<file path="src/rtl/lc3b_types.sv">
// Shared LC-3b type package.
//
// Holds the word and byte-mask types plus the memory-port arbiter state
// encoding and grant-side constants used by mem_port_arbiter and arb_grant_sel.
package lc3b_types;

    typedef logic [15:0] lc3b_word;
    typedef logic [1:0]  lc3b_mem_wmask;

    typedef enum logic [1:0] {
        IDLE    = 2'd0,
        SERVE_I = 2'd1,
        SERVE_D = 2'd2
    } arb_state_t;

    // Encoding of the last_grant register / grant side.
    localparam logic GRANT_I = 1'b0;
    localparam logic GRANT_D = 1'b1;

    // True while a physical transaction is outstanding.
    function automatic logic arb_is_serving(arb_state_t s);
        return (s == SERVE_I) || (s == SERVE_D);
    endfunction

endpackage

</file>
<file path="src/rtl/arb_grant_sel.sv">
// Grant policy for the memory-port arbiter.
//
// Purely combinational. Decides whether the data side wins the physical port
// in the current IDLE evaluation.
//
// Ports:
//   i_req      in  fetch side is requesting
//   d_req      in  data side is requesting (read or write)
//   last_grant in  side granted most recently (GRANT_I / GRANT_D)
//   grant_d    out 1 = data side wins, 0 = fetch side wins (if it requests)
//
// Build option: ARB_ROUND_ROBIN_EN
//   undefined - fixed priority, data over fetch; last_grant is ignored
//   defined   - ties go to the side that was not granted last
module arb_grant_sel
    import lc3b_types::*;
(
    input  logic i_req,
    input  logic d_req,
    input  logic last_grant,
    output logic grant_d
);

`ifdef ARB_ROUND_ROBIN_EN
    // Only a real tie consults history; a lone requester always wins.
    assign grant_d = d_req & (~i_req | (last_grant == GRANT_I));
`else
    assign grant_d = d_req;

    logic unused_policy_inputs;
    assign unused_policy_inputs = i_req ^ last_grant;
`endif

endmodule

</file>
<file path="src/rtl/mem_port_arbiter.sv">
// Two-client memory port arbiter.
//
// Merges the read-only instruction-fetch port and the read/write data port
// onto a single physical memory interface. The winner's address, store data
// and byte mask are captured at grant, so the pipeline may change its request
// lines while an access is in flight. The losing client simply keeps its
// request asserted and is evaluated again in the next IDLE cycle.
//
// Ports:
//   clk, reset                   clock, synchronous active-high reset
//   i_read, i_addr               fetch request (held until i_resp)
//   i_rdata, i_resp              fetch read data / one-cycle completion
//   d_read, d_write, d_addr,     data request (held until d_resp); read and
//   d_wdata, d_wmask             write together is treated as a write
//   d_rdata, d_resp              load data / one-cycle completion
//   pmem_read, pmem_write,       registered physical strobes and payload
//   pmem_addr, pmem_wdata,
//   pmem_wmask
//   pmem_rdata, pmem_resp        physical read data / completion
//
// Build option: ARB_ROUND_ROBIN_EN enables round-robin tie breaking in
// arb_grant_sel and the last_grant register here; default is fixed priority
// with the data side winning.
module mem_port_arbiter
    import lc3b_types::*;
#(
    parameter int unsigned ADDR_W = 16,
    parameter int unsigned DATA_W = 16
) (
    input  logic              clk,
    input  logic              reset,

    input  logic              i_read,
    input  logic [ADDR_W-1:0] i_addr,
    output logic [DATA_W-1:0] i_rdata,
    output logic              i_resp,

    input  logic              d_read,
    input  logic              d_write,
    input  logic [ADDR_W-1:0] d_addr,
    input  logic [DATA_W-1:0] d_wdata,
    input  logic [1:0]        d_wmask,
    output logic [DATA_W-1:0] d_rdata,
    output logic              d_resp,

    output logic              pmem_read,
    output logic              pmem_write,
    output logic [ADDR_W-1:0] pmem_addr,
    output logic [DATA_W-1:0] pmem_wdata,
    output logic [1:0]        pmem_wmask,
    input  logic [DATA_W-1:0] pmem_rdata,
    input  logic              pmem_resp
);

    arb_state_t state_q, state_d;

    logic              pmem_read_q,  pmem_read_d;
    logic              pmem_write_q, pmem_write_d;
    logic [ADDR_W-1:0] pmem_addr_q,  pmem_addr_d;
    logic [DATA_W-1:0] pmem_wdata_q, pmem_wdata_d;
    lc3b_mem_wmask     pmem_wmask_q, pmem_wmask_d;

    logic [DATA_W-1:0] i_rdata_q, i_rdata_d;
    logic [DATA_W-1:0] d_rdata_q, d_rdata_d;

    logic i_req;
    logic d_req;
    logic grant_d;
    logic last_grant;
    logic grant;
    logic done;

    assign i_req = i_read;
    assign d_req = d_read | d_write;

    // A grant happens only from IDLE; done marks the completing cycle.
    assign grant = (state_q == IDLE) & (i_req | d_req);
    assign done  = arb_is_serving(state_q) & pmem_resp;

    arb_grant_sel u_grant_sel (
        .i_req      (i_req),
        .d_req      (d_req),
        .last_grant (last_grant),
        .grant_d    (grant_d)
    );

`ifdef ARB_ROUND_ROBIN_EN
    logic last_grant_q, last_grant_d;

    always_comb begin
        last_grant_d = last_grant_q;
        if (grant) begin
            last_grant_d = grant_d ? GRANT_D : GRANT_I;
        end
    end

    always_ff @(posedge clk) begin
        if (reset) begin
            last_grant_q <= GRANT_I;
        end else begin
            last_grant_q <= last_grant_d;
        end
    end

    assign last_grant = last_grant_q;
`else
    assign last_grant = GRANT_I;
`endif

    // ------------------------------------------------------------------
    // FSM: state register
    // ------------------------------------------------------------------
    always_ff @(posedge clk) begin
        if (reset) begin
            state_q <= IDLE;
        end else begin
            state_q <= state_d;
        end
    end

    // ------------------------------------------------------------------
    // FSM: next state
    // ------------------------------------------------------------------
    always_comb begin
        state_d = state_q;
        unique case (state_q)
            IDLE: begin
                if (i_req | d_req) begin
                    state_d = grant_d ? SERVE_D : SERVE_I;
                end
            end
            SERVE_I, SERVE_D: begin
                if (pmem_resp) begin
                    state_d = IDLE;
                end
            end
            default: state_d = IDLE;
        endcase
    end

    // ------------------------------------------------------------------
    // Physical port payload, captured at grant and held until completion
    // ------------------------------------------------------------------
    always_comb begin
        pmem_read_d  = pmem_read_q;
        pmem_write_d = pmem_write_q;
        pmem_addr_d  = pmem_addr_q;
        pmem_wdata_d = pmem_wdata_q;
        pmem_wmask_d = pmem_wmask_q;

        if (grant) begin
            if (grant_d) begin
                // Read and write together is a write.
                pmem_read_d  = ~d_write;
                pmem_write_d = d_write;
                pmem_addr_d  = d_addr;
                pmem_wdata_d = d_wdata;
                pmem_wmask_d = d_wmask;
            end else begin
                pmem_read_d  = 1'b1;
                pmem_write_d = 1'b0;
                pmem_addr_d  = i_addr;
                pmem_wdata_d = '0;
                pmem_wmask_d = '0;
            end
        end else if (done) begin
            pmem_read_d  = 1'b0;
            pmem_write_d = 1'b0;
        end
    end

    always_ff @(posedge clk) begin
        if (reset) begin
            pmem_read_q  <= 1'b0;
            pmem_write_q <= 1'b0;
            pmem_addr_q  <= '0;
            pmem_wdata_q <= '0;
            pmem_wmask_q <= '0;
            i_rdata_q    <= '0;
            d_rdata_q    <= '0;
        end else begin
            pmem_read_q  <= pmem_read_d;
            pmem_write_q <= pmem_write_d;
            pmem_addr_q  <= pmem_addr_d;
            pmem_wdata_q <= pmem_wdata_d;
            pmem_wmask_q <= pmem_wmask_d;
            i_rdata_q    <= i_rdata_d;
            d_rdata_q    <= d_rdata_d;
        end
    end

    // ------------------------------------------------------------------
    // FSM: outputs
    // ------------------------------------------------------------------
    always_comb begin
        // Responses are suppressed during reset so an aborted access never
        // completes, even if memory answers in the reset cycle.
        i_resp = ~reset & (state_q == SERVE_I) & pmem_resp;
        d_resp = ~reset & (state_q == SERVE_D) & pmem_resp;

        i_rdata_d = i_rdata_q;
        d_rdata_d = d_rdata_q;
        if (i_resp) begin
            i_rdata_d = pmem_rdata;
        end
        if (d_resp & ~pmem_write_q) begin
            d_rdata_d = pmem_rdata;
        end

        // Read data follows memory in the response cycle, else holds.
        i_rdata = i_rdata_d;
        d_rdata = d_rdata_d;
    end

    assign pmem_read  = pmem_read_q;
    assign pmem_write = pmem_write_q;
    assign pmem_addr  = pmem_addr_q;
    assign pmem_wdata = pmem_wdata_q;
    assign pmem_wmask = pmem_wmask_q;

endmodule
</file>
<file path="config.mk">
export PLATFORM = sky130hd
export DESIGN_NAME = mem_port_arbiter
export DESIGN_NICKNAME = d
export VERILOG_FILES = /design/src/rtl/lc3b_types.sv /design/src/rtl/arb_grant_sel.sv /design/src/rtl/mem_port_arbiter.sv
export SDC_FILE = /design/constraint.sdc
export NUM_CORES = 1
export LEC_CHECK = 0
export CORE_MARGIN = 8
export CORE_UTILIZATION = 30
export DETAILED_ROUTE_END_ITERATION = 6
export PLACE_DENSITY_LB_ADDON = 0.1
export SYNTH_ARGS = -nofsm -noshare
export SYNTH_HDL_FRONTEND = slang
export SYNTH_SLANG_ARGS = --single-unit
</file>
<file path="constraint.sdc">
create_clock -name clk -period 1.9 [get_ports clk]
set_input_delay 0.38 -clock clk [delete_from_list [all_inputs] [get_ports clk]]
set_output_delay 0.38 -clock clk [all_outputs]
set_load 0.01 [all_outputs]
</file>
Word level (Yosys, flattened, before mapping)
Cells that the tools add are included.
- bits in registers: 70
- memories kept: 0
- bits of input ports: 72
- latch bits: 0
- RAM bits: 0
- ROM bits: 0
- word-level logic and storage cells: 43
- equality and inequality tests: 4
- add/subtract/negate cells: 0
- bitwise gates (word level): 12
- multiply operators: 0
- reductions and logical operators: 5
- divide/modulo/power cells: 0
- magnitude comparators: 0
- shift operators: 0
- multiplexer cells: 14
- operators with widths (cell ; count):
    two-way mux 16 bit ; 4
    two-way mux 2 bit ; 4
    bitwise AND 1 bit ; 7
    two-way mux 1 bit ; 5
    one-hot mux 2 bit (2 select lines) ; 1
    NOT 1 bit ; 3
    equality test 2 x 1 -> 1 bit (second input constant) ; 1
    equality test 2 bit (second input constant) ; 1
    logical NOT 2 bit ; 1
    inequality test 2 x 1 -> 1 bit (second input constant) ; 1
    inequality test 2 bit (second input constant) ; 1
    bitwise OR 1 bit ; 2
    AND reduction 2 bit ; 1
    nonzero test 2 bit ; 1
    OR reduction 2 bit ; 1
    logical OR 1 bit ; 1

Longest topological paths before layout
- depth after elaboration: 5
- gate-level depth with buffers: 7
- gate-level depth less buffers: 5

Modules after synthesis
From an unflattened synthesis, not the netlist that was laid out.
- cells, all modules: 288
- area, all modules: 2900.3 um^2
- by module, submodules not included (module ; instances ; area an instance (um^2) ; seq. area each (um^2) ; cells an instance):
    mem_port_arbiter ; 1 ; 2892.8 ; 1401.3 ; 287
    arb_grant_sel ; 1 ; 7.5 ; 0.0 ; 1

Worst setup path after synthesis
OpenSTA, ideal clock, no wires.
- path kind: register to output
- start point: register state_q[1]
- end point: output i_rdata[0]
- arrival time: 1.339 ns
- stages on the path, launching flop included: 6
- setup slack: 0.181 ns
- cell sequence: dfxtp_1 inv_1 ha_1 nand3b_2 buf_2 mux2_2
- cells in the longest elaborated chain, start to end: 4
- ends and longest elaborated chain (item ; RTL line ; text):
    from (decl) ; mem_port_arbiter.sv:55 ; arb_state_t state_q, state_d;
    from (signal assigned) ; mem_port_arbiter.sv:117 ; state_q <= state_d;
    equality test 2 x 1 -> 1 bit ; mem_port_arbiter.sv:198 ; i_resp = ~reset & (state_q == SERVE_I) & pmem_resp;
    bitwise AND 1 bit (2 in a row) ; mem_port_arbiter.sv:198 ;
    two-way mux 16 bit ; mem_port_arbiter.sv:203 ; if (i_resp) begin
    to (decl) ; mem_port_arbiter.sv:35 ; output logic [DATA_W-1:0] i_rdata,
No other way between the ends.

Worst setup path in the final report
- start point: register state_q[0]
- end point: output d_rdata[10]
- cells in the longest elaborated chain, start to end: 5
- ends and longest elaborated chain (item ; RTL line ; text):
    equality test 2 bit ; mem_port_arbiter.sv:199 ; d_resp = ~reset & (state_q == SERVE_D) & pmem_resp;
    bitwise AND 1 bit (2 in a row) ; mem_port_arbiter.sv:199 ;
    bitwise AND 1 bit ; mem_port_arbiter.sv:206 ; if (d_resp & ~pmem_write_q) begin
    two-way mux 16 bit ; mem_port_arbiter.sv:206 ;
    to (decl) ; mem_port_arbiter.sv:43 ; output logic [DATA_W-1:0] d_rdata,
No other way between the ends.

==> reports/results.ini <==
[cells_and_area]
nNetsFinal=501
area_growth_syn_to_layout_pct=75.3
antenna_cells=0
fillers=847
drive_above_1_share_pct=28.1
fin_util_pct=54.1
fin_area_um2=5000

[job]
maxCapViolations=0

[pwr]
power_frac_seq_pct=39.9
combPwrFrac_pct=24.4
clock_power_share_pct=35.7
swShare_pct=25.1
switchingPower_w=0.00104
ir_drop_uv=567
p_int_w=0.00310
powerDensity_nw_per_um2=828
p_leak_nw=2.11
p_total_w=0.00414

[routing]
wl_per_cell_um=15.9
met2_length_um=4190
drcViolationCount=0
wirelength_um=8900
firstDrtPassIters=4
drt_iter0_drc=81
ant_nets=0
vias=2514
top_layer_used=met5
met1_length_um=3910
viasPerCell=4.49
wl_met3_um=684

[placed_design]
placed_cell_area_um2=4500
gp_congestion=0.725
hpwl_um=6180
port_buffers=141

[critical_path]
arrival_ns=1.73
worst_setup_path_end_kind=output pin
cp-start-kind=flip-flop
critical_path.top_delay_family=buffers and inverters
cp_num_buf_inv=4
reg2reg_slack_ns=0.26
cp_max_fo=6
crit_type=reg -> out
slowest_delay_ns=0.33
crit_chain=inv_2 > ha_4 > nand4bb_4 > buf_12 > buf_6 > mux2_4 > buf_6
worst_path_max_delay_cell=dfxtp_2
cp_data_required_time_ns=1.52
cpMostUsedCell=buf_6

[synthesis]
synth_top_area_cell=dfxtp_1
synth_cell_type_count=27
synthArstFlopShare_pct=0
synth_top_area_share_pct=49.1
netlist_area_um2=2850
yosysWarnings=0
ys_ff_latch=70
synthFlopType=dfxtp_1
seq_area_frac_synth_pct=49.1
synth.most_common_cell=dfxtp_1
syn_nets=340
syn_avg_cell_area_um2=10.8
postSynthCellCount=265
synth_edf_count=0
yosys-top-cells-count=70 x dfxtp_1, 33 x nor2b_1, 22 x mux2_2
yosys-top-cells-area=dfxtp_1 49%, mux2_2 8.7%, nor2b_1 7.2%

[clock_network]
insertion_delay_ns=0.34
clockBufferDepth=2
cts_sinks=70
htreeDepth=3
ctsHoldBuffers=0
numCtsBuffers=9
cts-root-buf=clkbuf_8
clkTransAtPathRegs_ns=0.07
tritoncts=done

[timing]
slew_headroom_pct=59.0
setup_tns_ns=-4.62
clock-skew-final_ns=0.00987
worst_slack_ns=-0.206
hold_violations=0
period_needed_ns=2.11
slew_violations=0
worst_pin_slew_ns=0.616
max_freq_mhz=475
rsz0062_at_grt=true
finalSetupViolations=32
min_period_over_period_pct=111

[global_routing]
overflow=0
grt_first_pass_wirelength_um=14000
grt_pass1_vias=2663
grt_usage_pct=13.7
antenna_found_initial=1
grt_max_degree=53

[hold_path]
holdCritPathClass=in -> reg

[die]
initial_core_util_pct=30.9
core_region_area_um2=9240
row_count=35
die-area_um2=12900
die_w_um=113
num_io_pins=142
die_h_um=113

[run_status]
run_status=finished with violations
violations=setup timing

-- sequential cells by signal (all words and copies together) (netlist names) --
| signal | flops |
|---|---|
| pmem_wmask | 2 |
| pmem_write | 1 |
| pmem_wdata | 16 |
| pmem_addr | 16 |
| state_q | 2 |
| pmem_read | 1 |
| d_rdata_q | 16 |
| i_rdata_q | 16 |
-- metrics by stage --
step	hold WS, ns	instances	setup WS, ns
2_1_floorplan	0.470	265	0.181
3_3_place_gp	0.455	534	-0.534
3_5_place_dp	0.458	534	-0.543
4_1_cts	0.345	561	-0.318
5_1_grt	0.363	560	-0.281
6_report	0.367	560	-0.206
-- metal layers --
layer | up-vias | track usage, %
met1 | 1169 | 15.6
met5 | - | 0
met4 | 2 | 4.26
met2 | 75 | 22.8
met3 | 10 | 5.65
li1 | 1258 | -
-- final timing paths --
| path | start | end | cells past startpoint |
|---|---|---|---|
| setup / recovery | state_q[0] | d_rdata[10] | 7 |
| hold / removal | reset | state_q[0] | 3 |
| setup reg to reg | state_q[1] | pmem_addr[8] | 7 |
| hold reg to reg | pmem_wdata[15] | pmem_wdata[15] | 1 |
-- final cells by class --
class                   instances  area [um^2]  share of cell area, %
multi-input cells             172         1420                   28.4
well taps                     129          161                   3.23
inverters                       3         13.8                  0.275
flip-flops and latches         70         1410                   28.1
clock inverters                 5          106                   2.13
repair buffers                170         1750                   35.1
clock buffers                  11          141                   2.83
-- power groups by stage --
stage	Sequential, W	Combinational [W]	Clock, W
CTS	0.00165	0.00101	0.00153
global placement	0.00168	0.000964	0
floorplan	0.00173	0.000385	0
global route	0.00167	0.00109	0.00160
detailed placement	0.00168	0.000969	0
finish	0.00165	0.00101	0.00148
-- cell families after synthesis --
| logic type | count (synthesis) | share of synthesized area (%) |
|---|---|---|
| adder cells (fa/ha/maj) | 3 | 1.32 |
| AO/OA/AOI/OAI | 57 | 14.7 |
| flip-flops | 70 | 49.1 |
| buffers and inverters | 23 | 4.74 |
| AND/OR/NAND/NOR | 80 | 16.1 |
| multiplexers | 32 | 14.0 |
-- what timing repair did --
item | in CTS | in global routing
setup buffers | 8 | 3
gates cloned | 3 | 0
pin swaps | 2 | 2
setup endpoints to repair | 34 | 33
gates resized for setup | 160 | 44
-- cell usage in the layout (no fill, tap or decap), types with 2 or more instances in the layout --
cell type        count
nand2_1             18
mux2_4              24
nand2b_1             3
buf_2                4
a22o_1              18
buf_4               16
mux2_2               8
a311oi_1            16
nor2b_1             33
a21oi_1              5
clkdlybuf4s50_1    105
dlygate4sd2_1        2
buf_6               36
nor3_1               2
clkbuf_8            10
o21ai_0             16
ha_4                 2
bufinv_16            3
buf_12               5
nand3b_1             2
nor2_1              16
dfxtp_1             68
-- worst reg2reg max path: cells and delay by family (launching register included) --
kind | cells | cell delay [ns]
adder cells (fa/ha/maj) | 1 | 0.16
AO/OA/AOI/OAI | 2 | 0.48
buffers and inverters | 3 | 0.46
flip-flops | 1 | 0.37
AND/OR/NAND/NOR | 1 | 0.07
Note: power is estimated with default switching activity, not from simulation.
